==> src/rtl/imem_loader_pkg.sv <==
// Shared types and constants for the instruction-memory boot loader.
// The CHK state exists only when IMEM_LOADER_CHECKSUM_EN is defined.
package imem_pkg;

  typedef enum logic [2:0] {
    IDLE,
    LEN,
    DATA,
`ifdef IMEM_LOADER_CHECKSUM_EN
    CHK,
`endif
    DONE,
    ERR
  } loader_state_t;

  localparam int          IMEM_DEPTH = 1024;
  localparam logic [31:0] NOP_INSTR  = 32'h0000_0013;
  localparam int          IMEM_WAW   = $clog2(IMEM_DEPTH);

endpackage

==> src/rtl/imem_loader_byte_packer.sv <==
// Little-endian byte-to-word assembler: the fourth byte completes the word
// combinationally, alongside a one-cycle word_done pulse.
module byte_packer (
  input  logic        clk,
  input  logic        rst,
  input  logic        clr,
  input  logic        en,
  input  logic [7:0]  data,
  output logic [31:0] word,
  output logic        word_done
);

  logic [1:0]  lane;
  logic [23:0] acc;

  always_ff @(posedge clk or posedge rst) begin
    if (rst) begin
      lane <= '0;
      acc  <= '0;
    end else if (clr) begin
      lane <= '0;
      acc  <= '0;
    end else if (en) begin
      case (lane)
        2'd0:    acc[7:0]   <= data;
        2'd1:    acc[15:8]  <= data;
        2'd2:    acc[23:16] <= data;
        default: ;
      endcase
      lane <= lane + 2'd1;
    end
  end

  // The top lane is never stored: the word is consumed the same cycle it completes.
  assign word      = {data, acc};
  assign word_done = en && (lane == 2'd3);

endmodule

==> src/rtl/imem_loader.sv <==
// Boot-time instruction memory writer: length-prefixed little-endian byte frame
// to sequential word writes. Optional trailer checksum: IMEM_LOADER_CHECKSUM_EN.
module imem_loader
  import imem_pkg::*;
#(
  parameter int DEPTH = IMEM_DEPTH,
  parameter int AW    = 32
) (
  input  logic          clk,
  input  logic          rst,
  input  logic          start,
  input  logic          in_valid,
  input  logic [7:0]    in_data,
  output logic          in_ready,
  output logic          we,
  output logic [AW-1:0] wa,
  output logic [31:0]   wd,
  output logic          done,
  output logic          err
);

  localparam int WAW = $clog2(DEPTH);

  loader_state_t  state;
  logic [WAW-1:0] k;
  logic [WAW-1:0] k_last;
  logic           accept;
  logic           arm;
  logic           word_done;
  logic [31:0]    word;
`ifdef IMEM_LOADER_CHECKSUM_EN
  logic [31:0]    sum;
`endif

  assign accept = in_valid && in_ready;
  // start only arms from a resting state; in LEN/DATA/CHK it is ignored.
  assign arm    = start && (state == IDLE || state == DONE || state == ERR);

  byte_packer u_packer (
    .clk       (clk),
    .rst       (rst),
    .clr       (arm),
    .en        (accept),
    .data      (in_data),
    .word      (word),
    .word_done (word_done)
  );

  always_ff @(posedge clk or posedge rst) begin
    if (rst) begin
      state    <= IDLE;
      in_ready <= 1'b0;
      we       <= 1'b0;
      wa       <= '0;
      wd       <= '0;
      done     <= 1'b0;
      err      <= 1'b0;
      k        <= '0;
      k_last   <= '0;
`ifdef IMEM_LOADER_CHECKSUM_EN
      sum      <= '0;
`endif
    end else begin
      we <= 1'b0;
      if (arm) begin
        state    <= LEN;
        in_ready <= 1'b1;
        done     <= 1'b0;
        err      <= 1'b0;
        k        <= '0;
`ifdef IMEM_LOADER_CHECKSUM_EN
        sum      <= '0;
`endif
      end else if (word_done) begin
        case (state)
          LEN: begin
            if (word == 32'd0) begin
`ifdef IMEM_LOADER_CHECKSUM_EN
              state    <= CHK;
`else
              state    <= DONE;
              in_ready <= 1'b0;
              done     <= 1'b1;
`endif
            end else if (word > 32'(DEPTH)) begin
              state    <= ERR;
              in_ready <= 1'b0;
              err      <= 1'b1;
            end else begin
              state  <= DATA;
              k_last <= WAW'(word - 32'd1);
            end
          end
          DATA: begin
            we <= 1'b1;
            wa <= AW'({k, 2'b00});
            wd <= word;
            k  <= k + WAW'(1);
`ifdef IMEM_LOADER_CHECKSUM_EN
            sum <= sum + word;
            if (k == k_last) state <= CHK;
`else
            if (k == k_last) begin
              state    <= DONE;
              in_ready <= 1'b0;
              done     <= 1'b1;
            end
`endif
          end
`ifdef IMEM_LOADER_CHECKSUM_EN
          CHK: begin
            in_ready <= 1'b0;
            if (word == sum) begin
              state <= DONE;
              done  <= 1'b1;
            end else begin
              state <= ERR;
              err   <= 1'b1;
            end
          end
`endif
          default: ;
        endcase
      end
    end
  end

endmodule

==> config.mk <==
export PLATFORM = sky130hd
export DESIGN_NAME = imem_loader
export DESIGN_NICKNAME = d
export VERILOG_FILES = /design/src/rtl/imem_loader_pkg.sv /design/src/rtl/imem_loader_byte_packer.sv /design/src/rtl/imem_loader.sv
export SDC_FILE = /design/constraint.sdc
export NUM_CORES = 1
export LEC_CHECK = 0
export BUFFER_PORTS_ARGS = -buffer_cell sky130_fd_sc_hd__buf_2
export CORE_MARGIN = 5
export CORE_UTILIZATION = 35
export CTS_CLUSTER_DIAMETER = 50
export CTS_CLUSTER_SIZE = 16
export DETAILED_ROUTE_END_ITERATION = 16
export PLACE_DENSITY = 0.58
export SYNTH_ARGS = -nofsm -noshare
export SYNTH_HDL_FRONTEND = slang
export SYNTH_SLANG_ARGS = --single-unit
export TNS_END_PERCENT = 100
==> constraint.sdc <==
create_clock -name clk -period 3.05 [get_ports clk]
set_input_delay 0 -clock clk [delete_from_list [all_inputs] [get_ports clk]]
set_output_delay 0 -clock clk [all_outputs]
set_load 0.005 [all_outputs]
Word-level counts from Yosys, hierarchy flattened
Index checks and enable logic that the tools add are counted.
Widths: inputs -> output; s select.
{"block": "classes", "add_sub_neg": 3, "mul": 0, "div": 0, "order_cmp": 1, "eq_ne": 12, "n_shift": 0, "muxes": 35, "bitwise_logic": 3, "reduce_logical": 27}
{"cell": "$mux 24", "n": 2}
{"cell": "$gt 32x11->1 const B", "n": 1}
{"cell": "$logic_not 32->1", "n": 1}
{"cell": "$mux 10", "n": 3}
{"cell": "$mux 8", "n": 3}
{"cell": "$mux 1", "n": 17}
{"cell": "$reduce_bool 2->1", "n": 8}
{"cell": "$mux 3", "n": 5}
{"cell": "$reduce_and 4->1", "n": 3}
{"cell": "$add 10x1->10 const B", "n": 1}
{"cell": "$eq 10x10->1", "n": 1}
{"cell": "$sub 10x1->10 const B", "n": 1}
{"cell": "$reduce_and 2->1", "n": 4}
{"cell": "$eq 3x2->1 const B", "n": 2}
{"cell": "$ne 3x3->1 const B", "n": 2}
{"cell": "$pmux 3 s2", "n": 1}
{"cell": "$reduce_and 3->1", "n": 2}
{"cell": "$reduce_and 5->1", "n": 1}
{"cell": "$eq 2x2->1 const B", "n": 2}
{"cell": "$mux 2", "n": 2}
{"cell": "$ne 4x4->1 const B", "n": 1}
{"cell": "$pmux 1 s2", "n": 2}
{"cell": "$eq 3x1->1 const B", "n": 1}
{"cell": "$eq 3x3->1 const B", "n": 1}
{"cell": "9 further kinds", "n": 14}
{"block": "totals", "regBits": 95, "latchBits": 0, "mem_bits_rw": 0, "rom_bits": 0, "out_inout_bits": 68, "wordCells": 94, "mem_count": 0}

Longest topological paths before layout
{"block": "depth", "word_depth": 6, "ltp_mapped": 8, "depth_no_buf": 7}

By module
Synthesis repeated with hierarchy kept, for this count alone.
{"block": "unflattened", "cells_unflattened": 479, "area_unflattened_um2": 4702.0}
{"module": "imem_loader", "n_inst": 1, "cells_each": 366, "area_per_inst_um2": 3379.5, "seq_area_each_um2": 1726.7}
{"module": "byte_packer", "n_inst": 1, "cells_each": 113, "area_per_inst_um2": 1322.5, "seq_area_each_um2": 650.6}

Worst setup path before layout
OpenSTA, ideal clock, no wires.
{"block": "synth_path", "path_kind": "register -> register", "start": "register u_packer.acc[4]", "end": "register k_last[0]", "setup_ps": 125, "arrival_ps": 1839, "t_required_ps": 2925, "path_slack_ps": 1086, "path_stages_with_launch": 6, "path_buffers": 0, "path_cell_list": "dfrtp_1 -> nor4_1 -> nand4b_1 -> xor2_1 -> nand4_4 -> mux2_2"}
{"block": "synth_between", "elab_chain_len": 3, "word_cells_on_any_way": 5, "cone_classes": "1 x order compare; 2 x bitwise; 2 x reduce/logical"}
{"item": "start, declared", "line": "imem_loader_byte_packer.sv:14", "text": "logic [23:0] acc;"}
{"item": "start signal, assigned", "line": "imem_loader_byte_packer.sv:25", "text": "2'd0: acc[7:0] <= data;"}
{"item": "$gt 32x11->1 or $logic_not 32->1 (tied branches)", "line": "imem_loader.sv:85, imem_loader.sv:77"}
{"item": "$not 1->1 (no source line)"}
{"item": "$reduce_and 5->1 (no source line) *"}
{"item": "end signal, assigned", "line": "imem_loader.sv:91", "text": "k_last <= WAW'(word - 32'd1);"}
{"item": "end, declared", "line": "imem_loader.sv:26", "text": "logic [WAW-1:0] k_last;"}
Mark *: on every way between the ends. The rest lies on a longest branch, timed or not.
A chain may end at the register's enable or synchronous reset.

Worst setup path after layout
{"block": "layout_path", "start": "register u_packer.acc[5]", "end": "register k_last[3]"}
The elaborated chain is that of the path after synthesis.

==> summary.md <==
| Metric | Value |
|---|---|
| GRT Util Overall | `13.3%` |
| Status | `finished clean` |
| Clock H-tree levels | `3` |
| Post-CTS setup buffer count | `0` |
| Layout cells sized above 1 | `a little under a third` |
| Max Freq | `approximately 440 MHz` |
| Asr flop ratio synth | `100%` |
| ANT nets after route | `0` |
| Syn_area_per_cell | `roughly 12 sq um` |
| Least-Margin Pin Slew | `0.794 ns` |
| Vias in the first global route | `between 2,000 and 3,000` |
| DR WL/cell | `15.3 um` |
| CP Depth | `5` |
| Crit path arrival time | `2.48 ns` |
| Min cycle time layout | `between 2 and 2.5 ns` |
| Pre-antenna DRT Iters | `4` |
| Total CTS buffers | `9` |
| # nets final | `approximately 440` |
| Worst endpoint required time | `3.27 ns` |
| Critical path class | `reg -> reg` |
| RSZ-0062 raised after global routing | `no` |
| GRT met3 Usage | `4.65%` |
| R2r endpoint | `k_last[3]` |
| Post-Synthesis Cells | `360` |
| TritonCTS clock tree | `yes` |
| Setup slack, reg-to-reg | `0.79 ns` |
| Max-Cap Viols | `0` |
| Ys Warns | `0` |
| Placeable core area | `approximately 0.013 sq mm` |
| Register area | `between 0.002 and 0.0025 sq mm` |
| Final Hold Violating Endpoints | `0` |
| # diodes | `0` |
| First-pass GRT wire length | `around 16,000 um` |
| Worst path bufs/invs | `0` |
| Largest net degree at the start of global routing | `39` |
| Die Width | `about 120 um` |
| Row cnt | `41` |
| Most frequent cells in the layout | `95 x dfrtp_1, 57 x buf_2, 52 x mux2_2` |
| Die height | `about 120 um` |
| Count of cell types in the netlist | `41` |
| Final wirelength | `9160 um` |
| Seq/Total Area, Yosys | `a little over half` |
| Crit path capture | `k_last[3]` |
| Slowest-stage cell, CP | `nor4_1` |
| Synthesized area | `approximately 0.0044 sq mm` |
| Peak VDD IR | `approximately 530 uV` |
| Syn-to-layout area delta | `16.1%` |
| Setup TNS | `0 ns` |
| IO buf count | `57` |
| RR Startpoint | `u_packer.acc[5]` |
| Max clock buf depth | `2` |
| Non-Filler Instances | `roughly 600` |
| Crit-path max cell delay | `about 0.45 ns` |
| Crit. End Element | `flop` |
| Startpoint types | `flop` |
| Slew HR | `46.9%` |
| Commonest non-fill, non-tap cell in the layout | `dfrtp_1` |
| CP Max Fanout | `10` |
| Min setup slack post-route | `0.789 ns` |
| Multi-input combinational cell area | `0.00185 sq mm` |
| Main synth FF type | `dfrtp_1` |
| Max Slew Vio Count | `0` |
| Hold Crit Class | `in -> reg` |
| Vias | `2,763` |
| Routing usage on met2 | `a little over a fifth` |
| GR peak layer | `met2` |
| Worst-skew pair later-pin latency | `around 0.34 ns` |
| Io pins | `80` |
| Root buf cell | `clkbuf_16` |
| Die area | `between 0.01 and 0.015 sq mm` |
| GP Congestion | `roughly 0.74` |
| Dpl hpwl | `6660 um` |
| # fillers | `approximately 1,200` |
| Pre-CTS setup slack | `about 0.79 ns` |
| Top Family by Delay on Critical Path | `simple AND/OR/NAND/NOR gates` |
| Placed Cells incl. Taps | `581` |
| Leak | `between 2 and 3 nW` |
| Grt ovf | `0` |
| Synth Register Bits | `95` |
| Number of synthesized flops with an enable pin | `0` |
| Initial antenna violation count | `0` |
| CTS Sinks | `95` |
| Crit path from | `u_packer.acc[5]` |
| DRT iter0 DRCs | `120` |
| # setup viols final | `0` |
| Skew final | `0.00740 ns` |
| Starting density of the core | `between 30% and 40%` |
| GRT met1 Usage | `17.1%` |
| Worst-path clk slew | `0.06 ns` |
| Final period utilization | `about three quarters` |
| Vias/cell | `4.61` |
| Post-placement cell area | `around 0.0048 sq mm` |
| Pwr Density | `858 mW/mm^2` |
| Cell Chain, Critical Path | `nor4_1 -> nand4b_1 -> xor2_1 -> nand4_4 -> mux2_2` |
| Worst r2r path cells | `5` |
| Final Instance Area | `just over 0.005 sq mm` |
| Drc violations | `0` |
[timing repair]
action                                 in CTS  in global routing
hold buffers                                3                  0
endpoints found under the hold margin      25                  0
gates resized for setup                     0                  0
[area by class of cell]
| type | count | area share [%] |
|---|---|---|
| clock buffer | 12 | 4.80 |
| sequential | 95 | 46.3 |
| clock inverter | 3 | 0.853 |
| inverter | 10 | 0.756 |
| tap | 172 | 4.19 |
| multi-input combinational | 241 | 36.0 |
| timing repair buffer | 66 | 7.02 |
[synth_stat cells (all sizes together), types with 2 or more instances]
cell type	instances	area, sq um
nor4	8	65.1
nand3	7	35.0
clkbuf	6	22.5
dfrtp	95	2380
mux2i	28	280
inv	10	37.5
nor3	3	15.0
nor3b	4	30.0
nand2	15	56.3
o21ai	3	15.0
ha	7	87.6
mux2	52	586
xnor2	15	131
a32o	2	20.0
nor2	39	146
o211ai	2	20.0
buf	29	214
xor2	11	96.3
nand4	7	58.8
and3	2	12.5
[power breakdown]
group	switching, mW	internal [mW]
combinational	0.648	0.657
sequential	0.337	1.66
clock	0.444	0.653
total	1.43	2.97
[metal layers]
metal  wire length (um)  up-vias
met2               4350       73
met4                108        0
met3                566        9
li1                   -     1322
met5                  0        -
met1               4140     1359
[state kept, by name, summed over array words and instances, names as in the netlist]
register	count
err	1
in_ready	1
we	1
u_packer.lane	2
k_last	10
done	1
k	10
wd	32
u_packer.acc	24
wa	10
state	3
[how the worst min path moves through the flow]
stage	from	end	slack (ns)	cells past startpoint
6_report	in_data[3]	u_packer.acc[3]	0.004	3
2_1_floorplan	in_data[0]	wd[24]	0.15	1
5_1_grt	in_data[6]	wd[30]	0.02	2
4_1_cts	in_data[3]	u_packer.acc[3]	0.001	3
3_3_place_gp	rst	wd[10]	0.02	2
3_5_place_dp	rst	err	0.03	2
[kinds of logic after synthesis]
logic type / Yosys count / share of synthesized area [%]
flops: 95 / 53.8
simple gates: 92 / 10.7
mux: 80 / 19.6
buf+inv: 45 / 6.20
xor+xnor: 26 / 5.15
compound gates: 14 / 2.55
fa+ha+maj: 7 / 1.98
other cells: 1 / 0.0848
[worst min-delay path, cell delays in order]
cell and delay (ns):
buf_2 0.15, mux2i_1 0.08, nor2_1 0.08
[metrics by stage]
step | util, % | hold slack (ns) | total power, mW
after global placement | 38.4 | 0.0223 | 3.30
after detailed placement | 38.4 | 0.0314 | 3.35
after global routing | 41.0 | 0.0158 | 4.72
after floorplan | - | 0.152 | 2.86
final | 41.0 | 0.00425 | 4.40
after CTS | 41.0 | 0.00121 | 4.48
No activity file was read; power rests on OpenSTA's default activity.
